===== config.mk =====
export PLATFORM = sky130hd
export DESIGN_NAME = i2c_slave_regfile
export DESIGN_NICKNAME = d
export VERILOG_FILES = /design/src/rtl/i2c_slave_regfile.sv
export SDC_FILE = /design/constraint.sdc
export NUM_CORES = 1
export LEC_CHECK = 0
export ABC_AREA = 1
export CAP_MARGIN = 20
export CORE_MARGIN = 2
export CORE_UTILIZATION = 40
export DETAILED_ROUTE_END_ITERATION = 12
export HOLD_SLACK_MARGIN = 0.05
export PLACE_DENSITY_LB_ADDON = 0.15
export SYNTH_ARGS = -nofsm -noshare
export SYNTH_HDL_FRONTEND = slang
export SYNTH_SLANG_ARGS = --single-unit

===== constraint.sdc =====
create_clock -name clk -period 2.6 [get_ports clk]
set_input_delay 0.26 -clock clk [delete_from_list [all_inputs] [get_ports clk]]
set_output_delay 0.26 -clock clk [all_outputs]
set_load 0.02 [all_outputs]

===== src/rtl/i2c_slave_regfile.sv =====
// I2C slave responder with an internal byte register file.
// SCL/SDA are oversampled on clk. The block decodes START/STOP and the
// device address, then runs register-write, pointer-set and sequential-read
// transfers. It never stretches the clock.
module i2c_slave_regfile #(
  parameter logic [6:0] SLAVE_ADDR = 7'h50,
  parameter int         NUM_REGS   = 16
) (
  input  logic       clk,
  input  logic       rst_n,
  input  logic       scl_pad_i,
  input  logic       sda_pad_i,
  output logic       sda_pad_o,
  output logic       sda_padoen_o,
  output logic       busy_o,
  output logic       reg_wr_o,
  output logic [7:0] reg_addr_o,
  output logic [7:0] reg_data_o
);

  localparam int PW = $clog2(NUM_REGS);

  typedef enum logic [3:0] {
    IDLE     = 4'd0,
    ADDR     = 4'd1,
    ADDR_ACK = 4'd2,
    PTR      = 4'd3,
    PTR_ACK  = 4'd4,
    WDATA    = 4'd5,
    WACK     = 4'd6,
    RDATA    = 4'd7,
    RACK     = 4'd8,
    WAIT     = 4'd9
  } state_t;

  // Synchronizer and history flops. They reset to the idle-bus level so that
  // reset itself cannot look like a START.
  logic scl_meta_r, scl_sync_r, scl_hist_r;
  logic sda_meta_r, sda_sync_r, sda_hist_r;

  // Bus events decoded from the synchronized lines.
  logic scl_rise_s, scl_fall_s, start_s, stop_s;
  logic [7:0] rx_byte_s;
  logic [7:0] rd_data_s;

  // Transfer state.
  state_t     state_r;
  logic [2:0] bit_cnt_r;
  logic [7:0] shift_r;
  logic       rw_r;
  // Second half of a two-event phase: ACK driven (ack states), or the master
  // ACK already seen (RACK).
  logic       phase_r;
  logic [PW-1:0] ptr_r;
  logic [7:0] regs_r [NUM_REGS];

  // Registered outputs.
  logic       sda_oen_r;
  logic       busy_r;
  logic       reg_wr_r;
  logic [7:0] reg_addr_r;
  logic [7:0] reg_data_r;

  // Bring both pad lines into the clk domain and keep one cycle of history.
  always_ff @(posedge clk) begin
    if (!rst_n) begin
      scl_meta_r <= 1'b1;
      scl_sync_r <= 1'b1;
      scl_hist_r <= 1'b1;
      sda_meta_r <= 1'b1;
      sda_sync_r <= 1'b1;
      sda_hist_r <= 1'b1;
    end else begin
      scl_meta_r <= scl_pad_i;
      scl_sync_r <= scl_meta_r;
      scl_hist_r <= scl_sync_r;
      sda_meta_r <= sda_pad_i;
      sda_sync_r <= sda_meta_r;
      sda_hist_r <= sda_sync_r;
    end
  end

  // Decode SCL edges, START/STOP and the byte being completed on this rise.
  always_comb begin
    scl_rise_s = 1'b0;
    scl_fall_s = 1'b0;
    start_s    = 1'b0;
    stop_s     = 1'b0;
    rx_byte_s  = {shift_r[6:0], sda_sync_r};
    rd_data_s  = regs_r[ptr_r];
    if (scl_sync_r && !scl_hist_r) begin
      scl_rise_s = 1'b1;
    end else begin
      scl_rise_s = 1'b0;
    end
    if (!scl_sync_r && scl_hist_r) begin
      scl_fall_s = 1'b1;
    end else begin
      scl_fall_s = 1'b0;
    end
    if (scl_sync_r && sda_hist_r && !sda_sync_r) begin
      start_s = 1'b1;
    end else begin
      start_s = 1'b0;
    end
    if (scl_sync_r && !sda_hist_r && sda_sync_r) begin
      stop_s = 1'b1;
    end else begin
      stop_s = 1'b0;
    end
  end

  // Protocol FSM: START/STOP win over SCL edges; data is taken on SCL rise
  // and SDA is only changed on SCL fall.
  always_ff @(posedge clk) begin
    if (!rst_n) begin
      state_r    <= IDLE;
      bit_cnt_r  <= 3'd0;
      shift_r    <= 8'h00;
      rw_r       <= 1'b0;
      phase_r    <= 1'b0;
      ptr_r      <= '0;
      sda_oen_r  <= 1'b1;
      busy_r     <= 1'b0;
      reg_wr_r   <= 1'b0;
      reg_addr_r <= 8'h00;
      reg_data_r <= 8'h00;
      for (int i = 0; i < NUM_REGS; i++) begin
        regs_r[i] <= 8'h00;
      end
    end else begin
      reg_wr_r <= 1'b0;
      if (start_s) begin
        state_r   <= ADDR;
        bit_cnt_r <= 3'd0;
        phase_r   <= 1'b0;
        sda_oen_r <= 1'b1;
      end else if (stop_s) begin
        // A partially received byte is simply dropped here.
        state_r   <= IDLE;
        bit_cnt_r <= 3'd0;
        phase_r   <= 1'b0;
        sda_oen_r <= 1'b1;
        busy_r    <= 1'b0;
      end else if (scl_rise_s) begin
        case (state_r)
          ADDR: begin
            shift_r   <= rx_byte_s;
            bit_cnt_r <= bit_cnt_r + 3'd1;
            if (bit_cnt_r == 3'd7) begin
              phase_r <= 1'b0;
              if (rx_byte_s[7:1] == SLAVE_ADDR) begin
                state_r <= ADDR_ACK;
                rw_r    <= rx_byte_s[0];
                busy_r  <= 1'b1;
              end else begin
                state_r <= WAIT;
                busy_r  <= 1'b0;
              end
            end
          end
          PTR: begin
            shift_r   <= rx_byte_s;
            bit_cnt_r <= bit_cnt_r + 3'd1;
            if (bit_cnt_r == 3'd7) begin
              ptr_r   <= rx_byte_s[PW-1:0];
              phase_r <= 1'b0;
              state_r <= PTR_ACK;
            end
          end
          WDATA: begin
            shift_r   <= rx_byte_s;
            bit_cnt_r <= bit_cnt_r + 3'd1;
            if (bit_cnt_r == 3'd7) begin
              regs_r[ptr_r] <= rx_byte_s;
              reg_wr_r      <= 1'b1;
              reg_addr_r    <= 8'(ptr_r);
              reg_data_r    <= rx_byte_s;
              ptr_r         <= ptr_r + PW'(1);
              phase_r       <= 1'b0;
              state_r       <= WACK;
            end
          end
          RACK: begin
            if (!phase_r) begin
              if (!sda_sync_r) begin
                // Master ACK: advance now, load the next byte on the fall.
                ptr_r   <= ptr_r + PW'(1);
                phase_r <= 1'b1;
              end else begin
                state_r <= WAIT;
              end
            end
          end
          default: begin
          end
        endcase
      end else if (scl_fall_s) begin
        case (state_r)
          ADDR_ACK: begin
            if (!phase_r) begin
              sda_oen_r <= 1'b0;
              phase_r   <= 1'b1;
            end else begin
              phase_r   <= 1'b0;
              bit_cnt_r <= 3'd0;
              if (rw_r) begin
                state_r   <= RDATA;
                shift_r   <= rd_data_s;
                sda_oen_r <= rd_data_s[7];
              end else begin
                state_r   <= PTR;
                sda_oen_r <= 1'b1;
              end
            end
          end
          PTR_ACK, WACK: begin
            if (!phase_r) begin
              sda_oen_r <= 1'b0;
              phase_r   <= 1'b1;
            end else begin
              sda_oen_r <= 1'b1;
              phase_r   <= 1'b0;
              bit_cnt_r <= 3'd0;
              state_r   <= WDATA;
            end
          end
          RDATA: begin
            if (bit_cnt_r == 3'd7) begin
              sda_oen_r <= 1'b1;
              phase_r   <= 1'b0;
              bit_cnt_r <= 3'd0;
              state_r   <= RACK;
            end else begin
              shift_r   <= {shift_r[6:0], 1'b0};
              sda_oen_r <= shift_r[6];
              bit_cnt_r <= bit_cnt_r + 3'd1;
            end
          end
          RACK: begin
            if (phase_r) begin
              shift_r   <= rd_data_s;
              sda_oen_r <= rd_data_s[7];
              bit_cnt_r <= 3'd0;
              phase_r   <= 1'b0;
              state_r   <= RDATA;
            end
          end
          default: begin
          end
        endcase
      end
    end
  end

  assign sda_pad_o    = 1'b0;
  assign sda_padoen_o = sda_oen_r;
  assign busy_o       = busy_r;
  assign reg_wr_o     = reg_wr_r;
  assign reg_addr_o   = reg_addr_r;
  assign reg_data_o   = reg_data_r;

endmodule


==> flow_metrics.env <==
export IMPL_final_cells=1260
export IMPL_cts_hold_fix_buffers=0
export IMPL_htree_num_levels=4
export IMPL_clock_sinks=173
export IMPL_cts_root_buf="clkbuf_16"
export IMPL_hold_path_startpoint="rst_n"
export IMPL_antenna_found_initial=0
export IMPL_cp_slowest_cell="dfxtp_1"
export IMPL_grt_start_max_net_pins=66
export IMPL_slew_headroom_pct=50.69
export IMPL_drt_wl_total_mm=22.21
export IMPL_grt_pass1_wl_mm=35.30
export IMPL_drtIter0Drc=740
export IMPL_dieWidth_microns=148.7
export IMPL_rsz0062_at_grt="false"
export IMPL_fmax_ghz=0.4519
export IMPL_setup_slack_ps=387.1
export IMPL_maxCapViolCount=0
export IMPL_viasPerCell=5.180
export IMPL_ys_types=32
export IMPL_syn_instance_count=965
export IMPL_syn_to_final_growth_pct=13.19
export IMPL_async_flop_share_pct=0
export IMPL_first_pass_iters=5
export IMPL_hpwl_mm=14.72
export IMPL_peakVddDrop_v=0.0004866
export IMPL_hold_class="input port to flip-flop"
export IMPL_syn_area_per_cell_sq_um=8.682
export IMPL_die_area_sq_mm=0.02212
export IMPL_fin_crit_sh_pct=85.11
export IMPL_final_antenna_net_count=0
export IMPL_cp_data_required_time_ps=2700
export IMPL_cp_cell_sequence="nand2_1 -> nor2_1 -> nor2_1 -> nand4_1 -> clkinv_2 -> nand2_8 -> nor2_8 -> nand2_4 -> nand2_1"
export IMPL_synth_warnings=0
export IMPL_power_total_mw=5.922
export IMPL_power_leakage_nw=3.816
export IMPL_hold_end="scl_hist_r$_SDFF_PN1_"
export IMPL_gr_total_overflow=0
export IMPL_ys_flop_type="edfxtp_1"
export IMPL_finalNetCount=989
export IMPL_nFillCells=1995
export IMPL_netlist_area_sq_mm=0.008378
export IMPL_place_congestion=0.9105
export IMPL_cts_setup_buffers=0
export IMPL_finalClockSkew_ps=10.12
export IMPL_final_core_util_pct=46.57
export IMPL_synth_area_leader_cell="edfxtp_1"
export IMPL_yosysMostFrequentCell="nor2_1"
export IMPL_grt_pass1_vias=6284
export IMPL_insertion_delay_ps=440
export IMPL_track_usage_pct=21.23
export IMPL_core_area_sq_mm=0.02036
export IMPL_synth_edf_count=128
export IMPL_diodes=0
export IMPL_cts_buffers=17
export IMPL_min_period_ps=2213
export IMPL_cts_tree="yes"
export IMPL_ys_top_cells_by_area="edfxtp_1, nor2_1, dfxtp_1, nand2_1, o21ai_0"
export IMPL_ys_seq_area_share_pct=56.63
export IMPL_dp_cells=1228
export IMPL_finalMaxSlewViolations=0
export IMPL_criticalPathCategory="flip-flop to flip-flop"
export IMPL_drc=0
export IMPL_ios=24
export IMPL_rrSetupSlack_ps=390
export IMPL_min_path_cells=2
export IMPL_yosys_top_cells_count="nor2_1, nand2_1, edfxtp_1"
export IMPL_outcome="finished clean"
export IMPL_design_area_sq_mm=0.009483
export IMPL_place_worst_setup_slack_ps=419.4
export IMPL_power_density_mw_per_mm2=624.5
export IMPL_die_y_microns=148.7
export IMPL_cpPeakStageDelay_ps=360
export IMPL_rr_worst_depth=9
export IMPL_path_clk_slew_ps=70
export IMPL_synth_top_area_share_pct=45.88
export IMPL_reg2reg_to="regs_r[6][4]$_SDFFCE_PN0P_"
export IMPL_initial_utilization_pct=41.14
export IMPL_r2r_start="sda_sync_r$_SDFF_PN1_"
export IMPL_dpl_cell_area_sq_mm=0.008860
export IMPL_setup_violations=0
export IMPL_crit_path_max_fanout=9
export IMPL_vias=6527
export IMPL_ys_ff_latch=173
export IMPL_portBuffers=18
export IMPL_drive_above_1_share_pct=9.596
export IMPL_clk_path_buf_depth=2
export IMPL_worstMarginPinSlew_ps=738.9
export IMPL_cp_startpoint="sda_sync_r$_SDFF_PN1_"
export IMPL_crit_path_end_kind="flip-flop"
export IMPL_rows=52
export IMPL_finalHoldViolCount=0
export IMPL_wl_per_cell_microns=17.63
export IMPL_arrival_ps=2320
export IMPL_post_cts_resized=0
export IMPL_startpoint_type="flip-flop"
export IMPL_whs_ps=200.7
export IMPL_fin_setup_tns_ps=0
cell usage in the layout, fill, tap and decap left out, types with 2 or more instances in the layout:
cell type / instances
a21oi_2: 2
nand3b_1: 4
or2_2: 4
o211ai_1: 7
clkinv_8: 5
o21ai_0: 82
nand2_2: 4
dfxtp_1: 44
clkbuf_16: 17
nand2_4: 16
a21oi_1: 34
buf_4: 21
nand2_1: 149
ha_1: 8
inv_1: 44
conb_1: 5
nand4_1: 5
inv_8: 4
clkinvlp_4: 2
nor2_1: 281
inv_6: 3
clkdlybuf4s50_1: 17
clkinv_1: 8
nor2_2: 5
nor2_8: 4
nand3_1: 75
edfxtp_1: 128
critical path, delay by kind of cell (launching register included):
kind	cells	cell delay, ps
and+or+nand+nor	8	1390
DFF	1	360
buffers and inverters	1	130
worst max-delay path by stage:
stage                                   to  depth (start not counted)
3_3_place_gp   regs_r[14][0]$_SDFFCE_PN0P_                          9
3_5_place_dp    regs_r[0][2]$_SDFFCE_PN0P_                          9
6_report        regs_r[6][4]$_SDFFCE_PN0P_                          9
2_1_floorplan  regs_r[10][0]$_SDFFCE_PN0P_                          9
5_1_grt          bit_cnt_r[2]$_SDFFE_PP0P_                         11
4_1_cts         regs_r[6][1]$_SDFFCE_PN0P_                          9
final cells by class:
type / instances / area, sq um / share of cell area (%)
clock buffers: 17 / 425.4 / 4.486
clock inverters: 15 / 197.7 / 2.085
inverters: 54 / 203.9 / 2.151
multi-input cells: 691 / 3219 / 33.95
flip-flops and latches: 173 / 4746 / 50.05
well taps: 270 / 337.8 / 3.562
repair buffers: 40 / 352.8 / 3.721
routing by layer:
metal	global-route usage [%]	share of wire, %	vias to the layer above
met2	34.17	47	203
met3	4.356	5.9	23
met1	29.09	45	3092
met5	0	0	-
li1	-	-	3209
met4	6.429	1.7	0
where the power goes:
part	internal [mW]	switching, mW	leakage, nW
combinational	0.0525	0.157	1.94
sequential	3.06	0.0348	1.58
clock	1.39	1.23	0.296
sequential cells by signal (all words and copies together) (netlist names), 3 cells and up, named ones only:
| name | count |
|---|---|
| reg_data_o | 8 |
| bit_cnt_r | 3 |
| state_r | 4 |
| shift_r | 7 |
| ptr_r | 4 |
| reg_addr_o | 4 |
| regs_r | 128 |
kinds of logic after synthesis:
kind of cell | count (synthesis) | share of synthesized area, %
buf+inv | 105 | 5.122
simple gates | 549 | 28.91
flops | 173 | 56.63
fa+ha+maj | 8 | 1.195
other cells | 1 | 0.04476
compound gates | 129 | 8.094
(Power assumes the default switching activity.)
